**src/rtl/pmt_bin_counter.sv**
```systemverilog
// Multi-channel PMT photon counter: synchronised edge detection, saturating
// per-channel counts over consecutive time bins, results handed off via valid/ready.
module pmt_bin_counter #(
  parameter int CHANNELS    = 2,
  parameter int CNT_W       = 16,
  parameter int LEN_W       = 24,
  parameter int IDX_W       = 12,
  parameter int SYNC_STAGES = 2
) (
  input  logic                      clk,
  input  logic                      reset,
  input  logic [CHANNELS-1:0]       pmt_in,
  input  logic                      run,
  input  logic [LEN_W-1:0]          bin_len,
  input  logic [IDX_W-1:0]          num_bins,
  output logic [CHANNELS*CNT_W-1:0] out_counts,
  output logic [CHANNELS-1:0]       out_sat,
  output logic [IDX_W-1:0]          out_bin,
  output logic                      out_valid,
  input  logic                      out_ready,
  output logic                      lost,
  output logic                      busy,
  output logic                      done
);

  // state  | meaning
  // IDLE   | waiting for run (re-armed only after run has been low)
  // COUNT  | counting edges, closing a bin every len_r cycles
  // DONE   | one-cycle done pulse after the final bin
  typedef enum logic [1:0] {S_IDLE, S_COUNT, S_DONE} state_t;

  state_t state, state_nxt;

  logic [CHANNELS-1:0] sync_q [SYNC_STAGES];
  logic [CHANNELS-1:0] prev_q;
  logic [CHANNELS-1:0] pmt_edge;

  logic [CNT_W-1:0]          cnt     [CHANNELS];
  logic [CNT_W-1:0]          cnt_nxt [CHANNELS];
  logic [CHANNELS-1:0]       sat, sat_nxt;
  logic [CHANNELS*CNT_W-1:0] cnt_flat_nxt;

  logic [LEN_W-1:0] len_r, cyc;
  logic [IDX_W-1:0] nb_r, bin_idx;
  logic             run_ok;
  logic             start, bin_end, last_bin, new_res;

  always_ff @(posedge clk) begin
    if (!reset) begin
      for (int i = 0; i < SYNC_STAGES; i++) sync_q[i] <= '0;
      prev_q <= '0;
    end else begin
      sync_q[0] <= pmt_in;
      for (int i = 1; i < SYNC_STAGES; i++) sync_q[i] <= sync_q[i-1];
      prev_q <= sync_q[SYNC_STAGES-1];
    end
  end

  assign pmt_edge = sync_q[SYNC_STAGES-1] & ~prev_q;

  // Count including this cycle's edge, so an edge in the closing cycle lands in that bin.
  always_comb begin
    sat_nxt      = sat;
    cnt_flat_nxt = '0;
    for (int k = 0; k < CHANNELS; k++) begin
      cnt_nxt[k] = cnt[k];
      if (pmt_edge[k]) begin
        if (&cnt[k]) sat_nxt[k] = 1'b1;
        else         cnt_nxt[k] = cnt[k] + CNT_W'(1);
      end
      cnt_flat_nxt[k*CNT_W +: CNT_W] = cnt_nxt[k];
    end
  end

  assign bin_end  = (cyc == len_r - LEN_W'(1));
  assign last_bin = (nb_r != '0) && (bin_idx == nb_r - IDX_W'(1));
  assign new_res  = (state == S_COUNT) && run && bin_end;

  always_ff @(posedge clk) begin
    if (!reset) state <= S_IDLE;
    else        state <= state_nxt;
  end

  always_comb begin
    state_nxt = state;
    start     = 1'b0;
    case (state)
      S_IDLE: begin
        if (run && run_ok) begin
          state_nxt = S_COUNT;
          start     = 1'b1;
        end
      end
      S_COUNT: begin
        if (!run)                     state_nxt = S_IDLE;
        else if (bin_end && last_bin) state_nxt = S_DONE;
      end
      S_DONE:  state_nxt = S_IDLE;
      default: state_nxt = S_IDLE;
    endcase
  end

  assign busy = (state == S_COUNT);
  assign done = (state == S_DONE);

  always_ff @(posedge clk) begin
    if (!reset) begin
      len_r      <= '0;
      nb_r       <= '0;
      cyc        <= '0;
      bin_idx    <= '0;
      sat        <= '0;
      for (int k = 0; k < CHANNELS; k++) cnt[k] <= '0;
      run_ok     <= 1'b1;
      out_counts <= '0;
      out_sat    <= '0;
      out_bin    <= '0;
      out_valid  <= 1'b0;
      lost       <= 1'b0;
    end else begin
      // A run that ends in DONE must see run low before another can start.
      if (!run)                run_ok <= 1'b1;
      else if (state == S_DONE) run_ok <= 1'b0;

      if (start) begin
        len_r   <= (bin_len == '0) ? LEN_W'(1) : bin_len;
        nb_r    <= num_bins;
        cyc     <= '0;
        bin_idx <= '0;
        sat     <= '0;
        for (int k = 0; k < CHANNELS; k++) cnt[k] <= '0;
        lost    <= 1'b0;
      end else if (state == S_COUNT) begin
        if (new_res) begin
          cyc     <= '0;
          bin_idx <= bin_idx + IDX_W'(1);
          sat     <= '0;
          for (int k = 0; k < CHANNELS; k++) cnt[k] <= '0;
        end else begin
          cyc <= cyc + LEN_W'(1);
          sat <= sat_nxt;
          for (int k = 0; k < CHANNELS; k++) cnt[k] <= cnt_nxt[k];
        end
      end

      if (new_res) begin
        out_counts <= cnt_flat_nxt;
        out_sat    <= sat_nxt;
        out_bin    <= bin_idx;
        out_valid  <= 1'b1;
        if (out_valid && !out_ready) lost <= 1'b1;
      end else if (out_valid && out_ready) begin
        out_valid <= 1'b0;
      end
    end
  end

endmodule
```
**config.mk**
```make
export PLATFORM = sky130hd
export DESIGN_NAME = pmt_bin_counter
export DESIGN_NICKNAME = d
export VERILOG_FILES = /design/src/rtl/pmt_bin_counter.sv
export SDC_FILE = /design/constraint.sdc
export NUM_CORES = 1
export LEC_CHECK = 0
export CORE_ASPECT_RATIO = 0.6
export CORE_UTILIZATION = 30
export CTS_CLUSTER_DIAMETER = 40
export DETAILED_ROUTE_END_ITERATION = 8
export PLACE_DENSITY = 0.54
export SLEW_MARGIN = 20
export SYNTH_ARGS = -nofsm -noshare
export SYNTH_HDL_FRONTEND = slang
export SYNTH_SLANG_ARGS = --single-unit
```
**constraint.sdc**
```tcl
create_clock -name clk -period 3.4 [get_ports clk]
set_clock_uncertainty 0.1 [all_clocks]
set_input_delay 0.68 -clock clk [delete_from_list [all_inputs] [get_ports clk]]
set_output_delay 0.68 -clock clk [all_outputs]
set_load 0.005 [all_outputs]
```
==> out/qor.txt, run 1 <==
Cell type contributing the most total cell area after synthesis -> sky130_fd_sc_hd__dfxtp_1
Number of global-route vias before repair -> 7154
First-iteration detailed-routing DRC count -> 764
TritonCTS clock tree -> yes
Post-layout net count -> 1166
Clock root buffer -> sky130_fd_sc_hd__clkbuf_16
Non-filler instance count after layout -> 1498
Number of library cell types mapped by synthesis -> 63
Final routed wirelength across all metal layers -> 27.02 mm
Number of placed instances, taps included -> 1464
Initial standard-cell utilization of the core -> 0.3052
Final worst path period need -> 3.389 ns
Internal reg-to-reg setup slack -> 0.01 ns
Floorplan die width -> 218.2 microns
Capture point of the worst path -> lost$_SDFF_PN0_
Crit path required time -> 3.68 ns
Number of warnings issued by yosys -> 0
Top-Level Pins -> 92
Number of antenna violations at the first check in global routing -> 0
Multiplexer share of the synthesized area -> 0.009960
Filler Cell Count -> 2741
Mean number of vias per cell -> 5.250
Synth-to-Final Area Change -> 32.84%
Number of flops mapped to enable cells by yosys -> 32
# DRC -> 0
Transition at the pin with the smallest max-transition slack -> 0.6209 ns
Max clock buf depth -> 2
Beginning of the critical path -> len_r[1]$_SDFFE_PN0P_
Post-Syn Nets -> 1025
Type of the worst setup path -> flop to flop
Sum of overflow across all layers after global routing -> 0
Number of buffer cells added on primary ports -> 91
Most frequent standard cell in the layout excluding fill and tap cells -> sky130_fd_sc_hd__dfxtp_1
Sequential-to-total area share from yosys stat -> 0.4257
Final antenna-violating net count -> 0
Std-Cell Rows -> 47
Worst IR drop on VDD -> 0.0002398 V
Final Total Pwr -> 4.919 mW
Post-synthesis register bit count -> 163
Async set-or-reset flop fraction in the synthesized netlist -> 0
Core area -> 27580 sq um
Unrepaired setup endpoints after global routing -> true
Setup violators final -> 0
Critical Path Start Type -> flop
RR Endpoint -> lost$_SDFF_PN0_
Share of the synthesized area in the top cell type -> 0.3116
Leakage -> 3.997 nW
Proportion of layout cells with a drive suffix above 1 -> 0.1645
Worst hold start -> sync_q[0][1]$_SDFF_PN0_
Count of final max-slew check failures -> 0
Power density over cell area -> 440.0 nW/um^2
Compound-gate portion of the synthesized area -> 0.1586
Cell area after synthesis -> 8417 sq um
R2R Path Start -> len_r[1]$_SDFFE_PN0P_
CTS sink cnt -> 163
Synthesized-area fraction occupied by and/or/nand/nor cells -> 0.2640
Synthesized netlist cell count -> 977
Vias after detailed routing -> 7865
Count of TritonRoute iterations in the first routing pass -> 5
Clk_lat worst skew -> 0.44 ns
Run status -> complete, no violations
Post-DR wirelength/cell -> 18.04 microns
Peak fanout along the critical path -> 5
Top library cells by usage in the layout, fill and taps aside -> 128 x sky130_fd_sc_hd__dfxtp_1, 91 x sky130_fd_sc_hd__clkdlybuf4s50_1, 84 x sky130_fd_sc_hd__nand2_1
H-tree depth -> 4
Number of diodes added for antenna fixing -> 0
XOR/XNOR share of the synthesized area -> 0.09261
Dominant cells by area after synthesis -> sky130_fd_sc_hd__dfxtp_1 31%, sky130_fd_sc_hd__edfxtp_1 11%, sky130_fd_sc_hd__a21oi_1 5.1%, sky130_fd_sc_hd__xnor2_1 4.7%, sky130_fd_sc_hd__xor2_1 4.6%
Estimated wirelength of the detail-placed design -> 19.93 mm
Maximum number of pins on one net before global-route repair -> 43
Data arrival time at the worst-slack endpoint -> 3.66 ns
Max-cap violations -> 0
Max Fclk -> 0.2951 GHz
Area taken by flip-flops and latches -> 3587 sq um
Total global routing track utilization -> 0.1901
Type of the most critical hold path -> flop to flop
Global-route wire length before repair -> 42.01 mm
Area of the die -> 28750 sq um
Main combinational cell family by area after synthesis -> simple AND/OR/NAND/NOR gates
Adder and majority gate portion of the synthesized area -> 0.008919
Worst max-slew margin expressed relative to the limit -> 0.5825
Critical Path Sink Type -> flop
Area of combinational cells with multiple inputs -> 4740 sq um
Primary flip-flop cell chosen by synthesis mapping -> sky130_fd_sc_hd__dfxtp_1
Share of the cycle needed by the critical path after routing -> 0.9967
Final RePlAce weighted congestion -> 0.8803
Final-report hold violation count -> 0
Syn avg cell area -> 8.615 sq um
Height of the chip -> 131.7 microns
Clock-pin slew on the worst setup and hold paths -> 0.07 ns
Number of clock buffers inserted by TritonCTS -> 17
Worst R2R Path Depth -> 11
[how the worst min path moves through the flow]
stage | endpoint | slack [ns] | depth (start not counted)
6_report | sync_q[0][3]$_SDFF_PN0_ | 0.34 | 1
5_1_grt | sync_q[0][2]$_SDFF_PN0_ | 0.36 | 1
4_1_cts | sync_q[0][3]$_SDFF_PN0_ | 0.34 | 1
3_5_place_dp | sync_q[0][3]$_SDFF_PN0_ | 0.32 | 1
3_3_place_gp | sync_q[0][3]$_SDFF_PN0_ | 0.32 | 1
2_1_floorplan | sync_q[0][2]$_SDFF_PN0_ | 0.31 | 1
[per-layer routing]
layer | track usage | wire length, microns | up-vias
li1 | - | - | 3844
met1 | 0.3196 | 15140 | 3748
met2 | 0.2210 | 9516 | 256
met3 | 0.05652 | 2146 | 17
met4 | 0.04235 | 215 | 0
met5 | 0 | 0 | -
[flip-flops by register name (all words and copies together), names as in the netlist, 2 cells and up]
register	cells
bin_idx	12
sat	2
nb_r	12
state	2
cyc	24
out_counts	32
out_bin	12
cnt	32
sync_q	4
prev_q	2
out_sat	2
len_r	24
[per-stage QoR]
step / cell area, sq um / TNS [ns] / setup slack, ns / utilization / hold slack (ns)
2_1_floorplan: 8478 / -0.04166 / -0.02083 / - / 0.3119
3_3_place_gp: 10390 / -1.539 / -0.1733 / 0.3766 / 0.3159
3_5_place_dp: 10390 / -3.933 / -0.1802 / 0.3766 / 0.3245
4_1_cts: 11040 / -0.003518 / -0.002336 / 0.4002 / 0.3402
5_1_grt: 11180 / -5.585 / -0.09641 / 0.4054 / 0.3571
6_report: 11180 / 0 / 0.01123 / 0.4054 / 0.3411
[critical path, cell delays in order (launching register included)]
cell and delay, ns:
sky130_fd_sc_hd__dfxtp_2 0.33, sky130_fd_sc_hd__inv_2 0.06, sky130_fd_sc_hd__ha_4 0.14, sky130_fd_sc_hd__buf_6 0.09, sky130_fd_sc_hd__or4b_4 0.48, sky130_fd_sc_hd__or4b_1 0.48
sky130_fd_sc_hd__a211o_1 0.28, sky130_fd_sc_hd__nand2_2 0.10, sky130_fd_sc_hd__nand4b_1 0.18, sky130_fd_sc_hd__or4b_4 0.59, sky130_fd_sc_hd__or3_1 0.37, sky130_fd_sc_hd__a21oi_1 0.14
[cell families (layout without fill, tap and decap cells)]
group / after synthesis / in the layout
AOI/OAI and AO/OA: 218 / 218
xor gates and xnor gates: 89 / 89
adders and majority gates: 6 / 6
buffers and inverters: 84 / 236
DFF: 163 / 163
muxes: 8 / 8
and+or+nand+nor: 409 / 411
[synth_stat cells (5+ instances only)]
library cell and number:
sky130_fd_sc_hd__a21oi_1 85, sky130_fd_sc_hd__a22o_1 22, sky130_fd_sc_hd__and2_1 40, sky130_fd_sc_hd__and3_1 12
sky130_fd_sc_hd__and4_1 11, sky130_fd_sc_hd__buf_2 6, sky130_fd_sc_hd__clkbuf_1 58, sky130_fd_sc_hd__dfxtp_1 131
sky130_fd_sc_hd__edfxtp_1 32, sky130_fd_sc_hd__ha_1 6, sky130_fd_sc_hd__inv_1 18, sky130_fd_sc_hd__mux2i_1 5
sky130_fd_sc_hd__nand2_1 86, sky130_fd_sc_hd__nand2b_1 8, sky130_fd_sc_hd__nand3_1 70, sky130_fd_sc_hd__nand4_1 28
sky130_fd_sc_hd__nand4b_1 5, sky130_fd_sc_hd__nor2_1 40, sky130_fd_sc_hd__nor2b_1 7, sky130_fd_sc_hd__nor3_1 43
sky130_fd_sc_hd__nor4_1 14, sky130_fd_sc_hd__o211ai_1 5, sky130_fd_sc_hd__o21ai_0 58, sky130_fd_sc_hd__o31ai_1 10
sky130_fd_sc_hd__or3_1 11, sky130_fd_sc_hd__or4_1 12, sky130_fd_sc_hd__xnor2_1 45, sky130_fd_sc_hd__xor2_1 44
[final cells by class]
cell class,instances,share of cell area
Multi-Input combinational cell,732,0.4239
Sequential cell,163,0.3208
Timing Repair Buffer,186,0.1576
Clock buffer,20,0.04174
Tap cell,367,0.04107
Clock inverter,12,0.008617
Inverter,18,0.006267
[repair_timing]
item,in CTS,in global routing
setup endpoints to repair,99,120
gates resized for setup,15,49
setup buffers,1,0
pin swaps,17,6
hold buffers,0,0
cloned,2,0
[where the power goes]
part           internal (mW)  switching [mW]  total, mW
Clock                   1.00           0.863       1.87
Combinational          0.413           0.528      0.941
Sequential              2.04          0.0719       2.11
Note: power is estimated with default switching activity, not from simulation.
==> run 2: changes to the inputs <==
--- a/config.mk
+++ b/config.mk
@@ -5,11 +5,12 @@
 export SDC_FILE = /design/constraint.sdc
 export NUM_CORES = 1
 export LEC_CHECK = 0
+export ABC_AREA = 1
 export CORE_ASPECT_RATIO = 0.6
 export CORE_UTILIZATION = 30
 export CTS_CLUSTER_DIAMETER = 40
 export DETAILED_ROUTE_END_ITERATION = 8
-export PLACE_DENSITY = 0.54
+export PLACE_DENSITY = 0.53
 export SLEW_MARGIN = 20
 export SYNTH_ARGS = -nofsm -noshare
 export SYNTH_HDL_FRONTEND = slang
==> run 2 against run 1 <==
Power is 3.0% lower. Worst hold slack lost 0.030 ns. Die area increased by 9.3%. Sequential power barely moved. Clock power about the same. Maximum frequency up 17%. Sequential cell count unchanged. First-iteration DRC count decreased by 1.2%. Final cell count up 21%. Count of clock-buffer cells in the layout fell by 3. Via count grew 12%. Critical path type unchanged. Largest power group unchanged.
==> out/qor.txt, run 2 <==
Run status -> complete, no violations (unchanged)
Critical Path Sink Type -> flop (unchanged)
Core area -> 30040 sq um (was 27580 sq um)
Number of buffer cells added on primary ports -> 91 (unchanged)
Initial standard-cell utilization of the core -> 0.3065 (was 0.3052)
Top library cells by usage in the layout, fill and taps aside -> 296 x sky130_fd_sc_hd__nand2_1, 184 x sky130_fd_sc_hd__nor2_1, 165 x sky130_fd_sc_hd__inv_1 (was 128 x sky130_fd_sc_hd__dfxtp_1, 91 x sky130_fd_sc_hd__clkdlybuf4s50_1, 84 x sky130_fd_sc_hd__nand2_1)
Area of all placed cells without fillers -> 11100 sq um (was 11180 sq um)
Total global routing track utilization -> 0.1815 (was 0.1901)
Maximum number of pins on one net before global-route repair -> 39 (was 43)
Clock-pin slew on the worst setup and hold paths -> 0.07 ns (about the same)
Number of antenna violations at the first check in global routing -> 0 (unchanged)
Max stage delay cell, worst path -> sky130_fd_sc_hd__buf_4 (was sky130_fd_sc_hd__or4b_4)
Largest stage delay on the critical path -> 0.33 ns (was 0.59 ns)
Unrepaired setup endpoints after global routing -> false (was true)
Share of the synthesized area in the top cell type -> 0.2848 (was 0.3116)
H-tree depth -> 4 (unchanged)
# DRC -> 0 (unchanged)
Post-layout net count -> 1444 (was 1166)
Area of the die -> 31420 sq um (was 28750 sq um)
Dominant cells by area after synthesis -> sky130_fd_sc_hd__dfxtp_1 28%, sky130_fd_sc_hd__nand2_1 12%, sky130_fd_sc_hd__edfxtp_1 10%, sky130_fd_sc_hd__nor2_1 7.6%, sky130_fd_sc_hd__inv_1 6.8% (was sky130_fd_sc_hd__dfxtp_1 31%, sky130_fd_sc_hd__edfxtp_1 11%, sky130_fd_sc_hd__a21oi_1 5.1%, sky130_fd_sc_hd__xnor2_1 4.7%, sky130_fd_sc_hd__xor2_1 4.6%)
Synth-to-Final Area Change -> 20.52% (was 32.84%)
Number of diodes added for antenna fixing -> 0 (unchanged)
Sum of overflow across all layers after global routing -> 0 (unchanged)
Clk_lat worst skew -> 0.46 ns (was 0.44 ns)
Count of final max-slew check failures -> 0 (unchanged)
Peak fanout along the critical path -> 23 (was 5)
Number of library cell types mapped by synthesis -> 42 (was 63)
Primary flip-flop cell chosen by synthesis mapping -> sky130_fd_sc_hd__dfxtp_1 (unchanged)
CTS sink cnt -> 163 (unchanged)
Floorplan die width -> 228.2 microns (was 218.2 microns)
Top-Level Pins -> 92 (unchanged)
Number of setup buffers added after CTS -> 0 (was 1)
Fraction of the core area covered by cells at the end of the flow -> 0.3694 (was 0.4054)
Post-Syn Nets -> 1369 (was 1025)
Cts repair resizes -> 0 (was 15)
Number of global-route vias before repair -> 8032 (was 7154)
Transition at the pin with the smallest max-transition slack -> 0.6566 ns (was 0.6209 ns)
Max Fclk -> 0.3465 GHz (was 0.2951 GHz)
Number of flops mapped to enable cells by yosys -> 32 (unchanged)
Final-report hold violation count -> 0 (unchanged)
Most numerous cell in the Yosys netlist -> sky130_fd_sc_hd__nand2_1 (was sky130_fd_sc_hd__dfxtp_1)
Height of the chip -> 137.7 microns (was 131.7 microns)
Cell type contributing the most total cell area after synthesis -> sky130_fd_sc_hd__dfxtp_1 (unchanged)
Final antenna-violating net count -> 0 (unchanged)
Final Total Pwr -> 4.770 mW (was 4.919 mW)
Crit path required time -> 3.66 ns (was 3.68 ns)
Most frequent standard cell in the layout excluding fill and tap cells -> sky130_fd_sc_hd__nand2_1 (was sky130_fd_sc_hd__dfxtp_1)
Type of the most critical hold path -> flop to flop (unchanged)
Post-synthesis register bit count -> 163 (unchanged)
Proportion of layout cells with a drive suffix above 1 -> 0.06246 (was 0.1645)
Beginning of the critical path -> len_r[0]$_SDFFE_PN0P_ (was len_r[1]$_SDFFE_PN0P_)
Number of clock buffers inserted by TritonCTS -> 17 (unchanged)
Number of warnings issued by yosys -> 0 (unchanged)
Kind of cell adding the most delay to the critical path -> simple AND/OR/NAND/NOR gates (unchanged)
Clock root buffer -> sky130_fd_sc_hd__clkbuf_16 (unchanged)
Cell repeated most along the worst path -> sky130_fd_sc_hd__nand2_1 (was sky130_fd_sc_hd__or4b_4)
Setup violators final -> 0 (unchanged)
Post-CTS Hold Buffers -> 0 (unchanged)
Synthesized netlist cell count -> 1321 (was 977)
Max-cap violations -> 0 (unchanged)
Final RePlAce weighted congestion -> 0.9177 (was 0.8803)
Final routed wirelength across all metal layers -> 27.85 mm (was 27.02 mm)
Global-route wire length before repair -> 44.10 mm (was 42.01 mm)
R2R Path Start -> len_r[0]$_SDFFE_PN0P_ (was len_r[1]$_SDFFE_PN0P_)
Critical Path Start Type -> flop (unchanged)
Worst hold start -> sync_q[0][0]$_SDFF_PN0_ (was sync_q[0][1]$_SDFF_PN0_)
Std-Cell Rows -> 49 (was 47)
Area after DPL -> 10550 sq um (was 10390 sq um)
Final worst path period need -> 2.886 ns (was 3.389 ns)
Worst max-slew margin expressed relative to the limit -> 0.5589 (was 0.5825)
WHS -> 0.3110 ns (was 0.3411 ns)
Commonest cells in the netlist -> 296 x sky130_fd_sc_hd__nand2_1, 186 x sky130_fd_sc_hd__nor2_1, 166 x sky130_fd_sc_hd__inv_1 (was 131 x sky130_fd_sc_hd__dfxtp_1, 86 x sky130_fd_sc_hd__nand2_1, 85 x sky130_fd_sc_hd__a21oi_1)
Count of TritonRoute iterations in the first routing pass -> 6 (was 5)
Syn avg cell area -> 6.971 sq um (was 8.615 sq um)
Vias after detailed routing -> 8772 (was 7865)
Critical Path, Cell by Cell -> inv_2 > ha_1 > nand2_4 > nor2_4 > nand2_1 > nand3_1 > nand2_1 > nor2_1 > nand3_1 > nor2_4 > buf_4 > nand3_1 > nand2_1 > nand2_1 (was inv_2 > ha_4 > buf_6 > or4b_4 > or4b_1 > a211o_1 > nand2_2 > nand4b_1 > or4b_4 > or3_1 > a21oi_1)
Largest registers in the final layout -> cnt: 32 flops, out_counts: 32 flops (unchanged)
Type of the worst setup path -> flop to flop (unchanged)
Power density over cell area -> 429.8 nW/um^2 (was 440.0 nW/um^2)
Worst IR drop on VDD -> 0.0003925 V (was 0.0002398 V)
Data arrival time at the worst-slack endpoint -> 3.14 ns (was 3.66 ns)
First-iteration detailed-routing DRC count -> 755 (was 764)
Mean number of vias per cell -> 4.828 (was 5.250)
Sequential-to-total area share from yosys stat -> 0.3891 (was 0.4257)
Total negative slack -> 0 ns (unchanged)
Max clock buf depth -> 2 (unchanged)
Async set-or-reset flop fraction in the synthesized netlist -> 0 (unchanged)
TritonCTS clock tree -> yes (unchanged)
Share of the cycle needed by the critical path after routing -> 0.8488 (was 0.9967)
Post-DR wirelength/cell -> 15.32 microns (was 18.04 microns)
Count of buffer and inverter cells on the critical path -> 2 (unchanged)
Cell area after synthesis -> 9209 sq um (was 8417 sq um)
Leakage -> 4.478 nW (was 3.997 nW)
Estimated wirelength of the detail-placed design -> 20.89 mm (was 19.93 mm)
-- run 2: changes by cell type after synthesis, moves of 25 or more --
cell                       previous run  this run
sky130_fd_sc_hd__a21oi_1             85        60
sky130_fd_sc_hd__and2_1              40         1
sky130_fd_sc_hd__clkbuf_1            58        29
sky130_fd_sc_hd__inv_1               18       166
sky130_fd_sc_hd__nand2_1             86       296
sky130_fd_sc_hd__nand4_1             28        70
sky130_fd_sc_hd__nor2_1              40       186
sky130_fd_sc_hd__o21ai_0             58        33
-- run 2: cell families (layout without fill, tap and decap cells) --
kind of cell / Yosys count / count (layout) / synth area share
buffers and inverters: 225 / 313 / 0.09782
flip-flops: 163 / 163 / 0.3891
XOR/XNOR: 77 / 77 / 0.07622
AO/OA/AOI/OAI: 120 / 120 / 0.07120
adder cells (fa/ha/maj): 6 / 6 / 0.008152
AND/OR/NAND/NOR: 728 / 728 / 0.3553
multiplexers: 2 / 2 / 0.002174
-- run 2: worst reg2reg max path, cell delays in order, from the launching register on --
cell                      delay, ns
sky130_fd_sc_hd__dfxtp_1       0.32
sky130_fd_sc_hd__inv_2         0.11
sky130_fd_sc_hd__ha_1          0.32
sky130_fd_sc_hd__nand2_4       0.14
sky130_fd_sc_hd__nor2_4        0.24
sky130_fd_sc_hd__nand2_1       0.13
sky130_fd_sc_hd__nand3_1       0.15
sky130_fd_sc_hd__nand2_1       0.10
sky130_fd_sc_hd__nor2_1        0.12
sky130_fd_sc_hd__nand3_1       0.15
sky130_fd_sc_hd__nor2_4        0.16
sky130_fd_sc_hd__buf_4         0.33
sky130_fd_sc_hd__nand3_1       0.26
sky130_fd_sc_hd__nand2_1       0.12
sky130_fd_sc_hd__nand2_1       0.05
-- run 2: metrics by stage --
step                setup slack [ns]  std cells
finish                        0.5139       1817
floorplan                     0.4770       1321
detailed placement            0.3834       1785
CTS                           0.5704       1817
global placement              0.5012       1785
global route                  0.2867       1817
-- run 2: cell type report --
class | count | area [sq um]
multi-input cells | 933 | 4730
inverters | 171 | 641.9
clock buffers | 17 | 425.4
well taps | 408 | 510.5
flip-flops and latches | 163 | 3583
clock inverters | 15 | 121.4
repair buffers | 110 | 1086
fillers | 3181 | 18940
-- run 2: path summary, 6_finish.rpt --
path                                   to  slack (ns)  cells after the start
setup reg to reg    state[0]$_SDFFE_PN0P_        0.51                     14
hold reg to reg   sync_q[0][2]$_SDFF_PN0_        0.31                      2
hold / removal    sync_q[0][2]$_SDFF_PN0_        0.31                      2
setup / recovery    state[0]$_SDFFE_PN0P_        0.51                     14
-- run 2: report_power, final --
part / total, mW / switching, mW / internal (mW) / leakage [nW]
registers: 2.10 / 0.0657 / 2.04 / 1.42
clock network: 1.85 / 0.902 / 0.950 / 0.267
logic: 0.814 / 0.539 / 0.276 / 2.79
total: 4.77 / 1.51 / 3.26 / 4.48
-- run 2: metal layers --
layer / wire, microns / track usage
met1: 15080 / 0.2712
met2: 10730 / 0.2515
met5: 0 / 0
met4: 560 / 0.06413
met3: 1472 / 0.03891
